[src/rtl/mac_pkg.sv]
// Shared MAC constants and decoder state encoding, used by both the RX decoder and the TX encoder.
package mac_pkg;

    typedef enum logic [2:0] {
        S_IDLE,
        S_PREAMBLE,
        S_DEST,
        S_SOURCE,
        S_TYPE,
        S_PAYLOAD,
        S_DROP
    } mac_state_t;

    localparam logic [7:0]  PREAMBLE_BYTE = 8'h55;
    localparam logic [7:0]  SFD_BYTE      = 8'hD5;

    localparam logic [10:0] DEST_LEN      = 11'd6;
    localparam logic [10:0] SRC_LEN       = 11'd6;
    localparam logic [10:0] TYPE_LEN      = 11'd2;

    localparam logic [10:0] MIN_FRAME     = 11'd64;
    localparam logic [10:0] MAX_FRAME     = 11'd1518;

    localparam logic [31:0] CRC_INIT      = 32'hFFFFFFFF;
    localparam logic [31:0] CRC_POLY      = 32'hEDB88320;
    localparam logic [31:0] CRC_RESIDUE   = 32'hDEBB20E3;

    function automatic logic [10:0] sat_inc(input logic [10:0] v);
        return (v == '1) ? v : v + 11'd1;
    endfunction

endpackage

[src/rtl/mac_decode_crc32.sv]
// Ethernet CRC-32 (reflected, LSB-first), WIDTH bits per enabled clock; register is not inverted.
module crc32
    import mac_pkg::*;
#(
    parameter int unsigned WIDTH = 8
) (
    input  logic             clk,
    input  logic             rst,
    input  logic             init,
    input  logic             en,
    input  logic [WIDTH-1:0] data,
    output logic [31:0]      crc
);

    logic [31:0] crc_next;

    always_comb begin
        crc_next = crc;
        for (int unsigned i = 0; i < WIDTH; i++) begin
            if (crc_next[0] ^ data[i])
                crc_next = (crc_next >> 1) ^ CRC_POLY;
            else
                crc_next = crc_next >> 1;
        end
    end

    always_ff @(posedge clk) begin
        if (rst || init)
            crc <= CRC_INIT;
        else if (en)
            crc <= crc_next;
    end

endmodule

[src/rtl/mac_decode.sv]
// Receive MAC decoder: preamble/SFD strip, header capture, payload streaming with FCS hidden, verdict.
// Optional destination filter enabled by defining MAC_RX_ADDR_FILTER_EN.
module mac_decode
    import mac_pkg::*;
#(
    parameter logic [47:0] MAC_ADDR = 48'hdeadbeefcafe
) (
    input  logic        clk,
    input  logic        rst,
    input  logic        mac_phy_rxdv,
    input  logic        mac_phy_rxer,
    input  logic [7:0]  mac_phy_rxd,
    output logic [47:0] mac_src,
    output logic [15:0] ethertype,
    output logic        hdr_valid,
    output logic [7:0]  payload,
    output logic        payload_valid,
    output logic        payload_last,
    output logic        frame_done,
    output logic        frame_ok,
    output logic        err_fcs,
    output logic        err_len,
    output logic        err_phy
);

    localparam logic [2:0] PEND_FULL = 3'd5;

    mac_state_t      state;
    logic [10:0]     cnt;
    logic [2:0]      fill;
    logic [3:0][7:0] dly;
    logic [7:0]      pend;
    logic [47:0]     src_sh;
    logic [7:0]      type_hi;
    logic            phy_seen;
    logic            oversize;
    logic [31:0]     crc;
    logic            crc_en;
    logic            crc_init;
    logic            fcs_bad;
    logic            len_bad;

`ifdef MAC_RX_ADDR_FILTER_EN
    logic [39:0]     dest_sh;
    logic            dest_hit;

    always_comb begin
        dest_hit = ({dest_sh, mac_phy_rxd} == MAC_ADDR) || ({dest_sh, mac_phy_rxd} == '1);
    end
`endif

    always_comb begin
        crc_init = (state == S_PREAMBLE) && mac_phy_rxdv && (mac_phy_rxd == SFD_BYTE);
        crc_en   = mac_phy_rxdv && ((state == S_DEST) || (state == S_SOURCE) ||
                                    (state == S_TYPE) || (state == S_PAYLOAD) ||
                                    ((state == S_DROP) && oversize));
        fcs_bad  = (crc != CRC_RESIDUE);
        len_bad  = (cnt < MIN_FRAME) || (cnt > MAX_FRAME);
    end

    crc32 #(.WIDTH(8)) u_crc (
        .clk  (clk),
        .rst  (rst),
        .init (crc_init),
        .en   (crc_en),
        .data (mac_phy_rxd),
        .crc  (crc)
    );

    always_ff @(posedge clk) begin
        if (rst) begin
            state         <= S_IDLE;
            cnt           <= '0;
            fill          <= '0;
            dly           <= '0;
            pend          <= '0;
            src_sh        <= '0;
            type_hi       <= '0;
            phy_seen      <= 1'b0;
            oversize      <= 1'b0;
            mac_src       <= '0;
            ethertype     <= '0;
            hdr_valid     <= 1'b0;
            payload       <= '0;
            payload_valid <= 1'b0;
            payload_last  <= 1'b0;
            frame_done    <= 1'b0;
            frame_ok      <= 1'b0;
            err_fcs       <= 1'b0;
            err_len       <= 1'b0;
            err_phy       <= 1'b0;
`ifdef MAC_RX_ADDR_FILTER_EN
            dest_sh       <= '0;
`endif
        end else begin
            hdr_valid     <= 1'b0;
            payload_valid <= 1'b0;
            payload_last  <= 1'b0;
            frame_done    <= 1'b0;

            case (state)
                S_IDLE: begin
                    oversize <= 1'b0;
                    if (mac_phy_rxdv)
                        state <= (mac_phy_rxd == PREAMBLE_BYTE) ? S_PREAMBLE : S_DROP;
                end

                S_PREAMBLE: begin
                    if (!mac_phy_rxdv) begin
                        state <= S_IDLE;
                    end else if (mac_phy_rxd == SFD_BYTE) begin
                        state    <= S_DEST;
                        cnt      <= '0;
                        fill     <= '0;
                        phy_seen <= mac_phy_rxer;
                        oversize <= 1'b0;
                    end else if (mac_phy_rxd != PREAMBLE_BYTE) begin
                        state <= S_DROP;
                    end
                end

                S_DEST, S_SOURCE, S_TYPE: begin
                    if (!mac_phy_rxdv) begin
                        frame_done <= 1'b1;
                        frame_ok   <= 1'b0;
                        err_len    <= 1'b1;
                        err_fcs    <= fcs_bad;
                        err_phy    <= phy_seen;
                        state      <= S_IDLE;
                    end else begin
                        cnt      <= sat_inc(cnt);
                        phy_seen <= phy_seen | mac_phy_rxer;
                        if (state == S_DEST) begin
`ifdef MAC_RX_ADDR_FILTER_EN
                            dest_sh <= {dest_sh[31:0], mac_phy_rxd};
                            if (cnt == DEST_LEN - 11'd1)
                                state <= dest_hit ? S_SOURCE : S_DROP;
`else
                            if (cnt == DEST_LEN - 11'd1)
                                state <= S_SOURCE;
`endif
                        end else if (state == S_SOURCE) begin
                            src_sh <= {src_sh[39:0], mac_phy_rxd};
                            if (cnt == DEST_LEN + SRC_LEN - 11'd1)
                                state <= S_TYPE;
                        end else if (cnt == DEST_LEN + SRC_LEN) begin
                            type_hi <= mac_phy_rxd;
                        end else if (cnt == DEST_LEN + SRC_LEN + TYPE_LEN - 11'd1) begin
                            mac_src   <= src_sh;
                            ethertype <= {type_hi, mac_phy_rxd};
                            hdr_valid <= 1'b1;
                            state     <= S_PAYLOAD;
                        end
                    end
                end

                S_PAYLOAD: begin
                    if (!mac_phy_rxdv) begin
                        // Whatever is still in the 4-byte delay line is the FCS and is discarded.
                        if (fill == PEND_FULL) begin
                            payload       <= pend;
                            payload_valid <= 1'b1;
                            payload_last  <= 1'b1;
                        end
                        frame_done <= 1'b1;
                        err_fcs    <= fcs_bad;
                        err_len    <= len_bad;
                        err_phy    <= phy_seen;
                        frame_ok   <= !(fcs_bad || len_bad || phy_seen);
                        state      <= S_IDLE;
                    end else begin
                        cnt      <= sat_inc(cnt);
                        phy_seen <= phy_seen | mac_phy_rxer;
                        if (cnt >= MAX_FRAME) begin
                            oversize <= 1'b1;
                            state    <= S_DROP;
                        end else begin
                            if (fill == PEND_FULL) begin
                                payload       <= pend;
                                payload_valid <= 1'b1;
                            end else begin
                                fill <= fill + 3'd1;
                            end
                            pend <= dly[3];
                            dly  <= {dly[2:0], mac_phy_rxd};
                        end
                    end
                end

                S_DROP: begin
                    if (!mac_phy_rxdv) begin
                        if (oversize) begin
                            frame_done <= 1'b1;
                            frame_ok   <= 1'b0;
                            err_len    <= 1'b1;
                            err_fcs    <= fcs_bad;
                            err_phy    <= phy_seen;
                        end
                        oversize <= 1'b0;
                        state    <= S_IDLE;
                    end else if (oversize) begin
                        cnt      <= sat_inc(cnt);
                        phy_seen <= phy_seen | mac_phy_rxer;
                    end
                end

                default: state <= S_IDLE;
            endcase
        end
    end

endmodule
[config.mk]
export PLATFORM = sky130hd
export DESIGN_NAME = mac_decode
export DESIGN_NICKNAME = d
export VERILOG_FILES = /design/src/rtl/mac_pkg.sv /design/src/rtl/mac_decode_crc32.sv /design/src/rtl/mac_decode.sv
export SDC_FILE = /design/constraint.sdc
export NUM_CORES = 1
export LEC_CHECK = 0
export ABC_CLOCK_PERIOD_IN_PS = 2200
export CAP_MARGIN = 25
export CORE_MARGIN = 8
export CORE_UTILIZATION = 35
export CTS_CLUSTER_SIZE = 40
export DETAILED_ROUTE_END_ITERATION = 12
export DONT_BUFFER_PORTS = 1
export MAX_ROUTING_LAYER = met4
export PLACE_DENSITY_LB_ADDON = 0.12
export SYNTH_ARGS = -nofsm -noshare
export SYNTH_HDL_FRONTEND = slang
export SYNTH_SLANG_ARGS = --single-unit
[constraint.sdc]
create_clock -name clk -period 2.2 [get_ports clk]
set_input_delay 0.44 -clock clk [delete_from_list [all_inputs] [get_ports clk]]
set_output_delay 0.44 -clock clk [all_outputs]
set_load 0.005 [all_outputs]
==> impl_metrics.tcl <==
set metrics [dict create \
    status "finished clean" \
    hpwl_um 16000 \
    grt_pass1_vias 7261 \
    hold_class "in -> reg" \
    layout.nets 1141 \
    layout_min_cycle_time_ns 2.090 \
    synth-compound-area-share_pct 15.47 \
    finish.utilization_pct 40.92 \
    core_mm2 0.02665 \
    synth_top_area_cell "dfxtp_1" \
    h-tree-depth 1 \
    wire_per_inst_um 16.68 \
    reg2reg_slack_ns 0.11 \
    start_util_pct 35.21 \
    max_freq_mhz 478.4 \
    grt_pass1_wl_um 40520 \
    crit_type "reg -> reg" \
    yosys.area_share.adder_pct 0.6667 \
    place.gp.congestion 0.8497 \
    grt_max_degree 157 \
    drc 0 \
    syn-cell-area_mm2 0.009384 \
    grt_usage_pct 15.33 \
    async_flop_share_pct 0 \
    post-place-ws_ns 0.1017 \
    synthMuxAreaShare_pct 1.280 \
    wl_um 24760 \
    post-cts-setup-buffers 0 \
    die_height_um 179.7 \
    crit_required_ns 2.66 \
    endpoint_kind "flop" \
    clock_latency_ns 0.53 \
    synth-main-ff-cell "dfxtp_1" \
    place_inst 1434 \
    synthToLayoutAreaGrowth_pct 16.21 \
    drt-initial-drc-count 495 \
    syn_inst 1120 \
    use_met3_pct 4.032 \
    max-slew-margin-rel_pct 34.96 \
    globalRouteOverflowTotal 0 \
    setup_viol 0 \
    finalCritPeriodShare_pct 95.02 \
    ant_nets 0 \
    cts_num_sinks 227 \
    cp.arrival_ns 2.55 \
    seq_area_frac_synth_pct 48.43 \
    ys_top_cells_by_area "dfxtp_1 48%, nand2_1 14%, a21oi_1 9.0%" \
    antenna_found_initial 0 \
    rows 60 \
    rsz0062_at_grt "no" \
    grt_use_met2_pct 22.48 \
    finClkSkew_ns 0.01580 \
    num_vias 7432 \
    holdCritStartpoint "mac_phy_rxdv" \
    synth_area_per_cell_um2 8.379 \
    synth-simple-area-share_pct 21.28 \
    finalHoldViolations 0 \
    fin_cells 1484 \
    ioPinCount 92 \
    dr.pass1.iters 5 \
    synthXorXnorAreaFrac_pct 8.920 \
    ys_seq_elements 227 \
    rr_startpoint "u_crc.crc[22]" \
    timing.final.ws_setup_ns 0.1096 \
    r2r_end "frame_ok" \
    numCtsBuffers 26 \
    clk_pin_slew_ns 0.06 \
    p_leak_nw 3.829 \
    netlist-cell-type-count 68 \
    final.setup.tns_ns 0 \
    min_to "payload_last" \
    powerDensity_mw_per_mm2 1160 \
    drv_cap 0 \
    irDropWorstVdd_uv 604.2 \
    synth_top_area_share_pct 48.43 \
    grtUsageMet1_pct 20.89 \
    reg2reg_depth 6 \
    synth_top_family_by_area "simple AND/OR/NAND/NOR gates" \
    drive_above_1_share_pct 10.85 \
    placed_area_mm2 0.009993 \
    final-max-slew-violation-count 0 \
    min_path_cells 1 \
    synth_nets 1137 \
    setup.worst_path.start_class "flop" \
    port-buffer-count 0 \
    cts_buffer_depth 3 \
    synth_edf_count 0 \
    final_common_cell "nand2_1" \
    vias_per_cell 5.008 \
    antenna_cells 0 \
    final_cell_mix "362 x nand2_1, 226 x dfxtp_1, 168 x a21oi_1" \
    busiest_layer "met2" \
    yosys_warnings 0 \
    cts_root_buf "clkbuf_16" \
    cp_max_fo 3 \
    tightest_slew_ns 0.9724 \
    die_width_um 179.7 \
    dieArea_mm2 0.03231 \
    fin_area_mm2 0.01091 \
    cts_tree "done" \
]
==> timing repair <==
item,CTS,global route
endpoints found under the hold margin,25,0
endpoints found under the setup margin,0,5
hold buffers,3,0
resized for setup,0,2
==> synthesized netlist by cell type (all sizes together) (7+ instances only) <==
cell,n
mux2i,12
a21oi,168
nand2,362
dfxtp,227
xor2,22
nand3,10
nand4,13
buf,25
nor2,28
nor4,7
xnor2,56
clkbuf,53
inv,13
o211ai,32
==> critical path, stage by stage (launching register included) <==
cell	delay [ns]
dfxtp_1	0.34
or4bb_1	0.51
nor4_1	0.39
buf_4	0.18
nand3_1	0.09
or3b_1	0.37
a21oi_1	0.14
==> worst max path at each step <==
stage	startpoint	to	slack [ns]	depth (start not counted)
6_report	u_crc.crc[22]	frame_ok	0.11	6
2_1_floorplan	cnt[5]	state[2]	0.32	6
5_1_grt	cnt[4]	mac_src[41]	0.02	6
3_3_place_gp	state[1]	cnt[6]	0.11	7
3_5_place_dp	state[1]	cnt[6]	0.10	7
4_1_cts	state[1]	cnt[6]	0.07	7
==> cell type report <==
cell class | instances | area [um^2]
inverter | 13 | 48.80
clock inverter | 4 | 81.33
clock buffer | 43 | 794.5
timing repair buffer | 54 | 513.0
multi-input combinational | 802 | 4496
fill | 2753 | 15750
sequential | 227 | 4546
tap | 341 | 426.7
==> cell families (layout without fill, tap and decap cells) <==
family,Yosys count,after routing
mux,12,12
xor+xnor,79,79
flops,227,227
simple gates,464,464
buf+inv,91,114
fa+ha+maj,5,5
compound gates,242,242
==> metrics by stage <==
| stage | power, mW | hold slack [ns] |
|---|---|---|
| finish | 12.65 | 0.02595 |
| global route | 13.35 | 0.01016 |
| CTS | 12.81 | 0.002013 |
| detailed placement | 8.350 | 0.4414 |
| global placement | 8.363 | 0.4351 |
| floorplan | 7.448 | 0.4321 |
==> per-layer routing <==
metal / part of all wire (%) / up-vias
li1: - / 3776
met1: 50 / 3493
met2: 42 / 131
met3: 6.3 / 32
met4: 1.8 / 0
met5: 0 / -
==> registers in the layout, indices dropped and copies added (netlist names) <==
register,count
cnt,11
dly,32
err_fcs,1
err_len,1
err_phy,1
ethertype,16
fill,3
frame_done,1
frame_ok,1
hdr_valid,1
mac_src,48
oversize,1
payload,8
payload_last,1
payload_valid,1
pend,8
phy_seen,1
src_sh,48
state,3
type_hi,8
u_crc.crc,32
==> power by group <==
part | total [mW] | leakage [nW] | switching (mW) | internal, mW
combinational | 3.53 | 1.57 | 1.82 | 1.71
sequential | 4.75 | 1.84 | 0.353 | 4.40
clock | 4.37 | 0.428 | 1.69 | 2.68
Note: power is estimated with default switching activity, not from simulation.
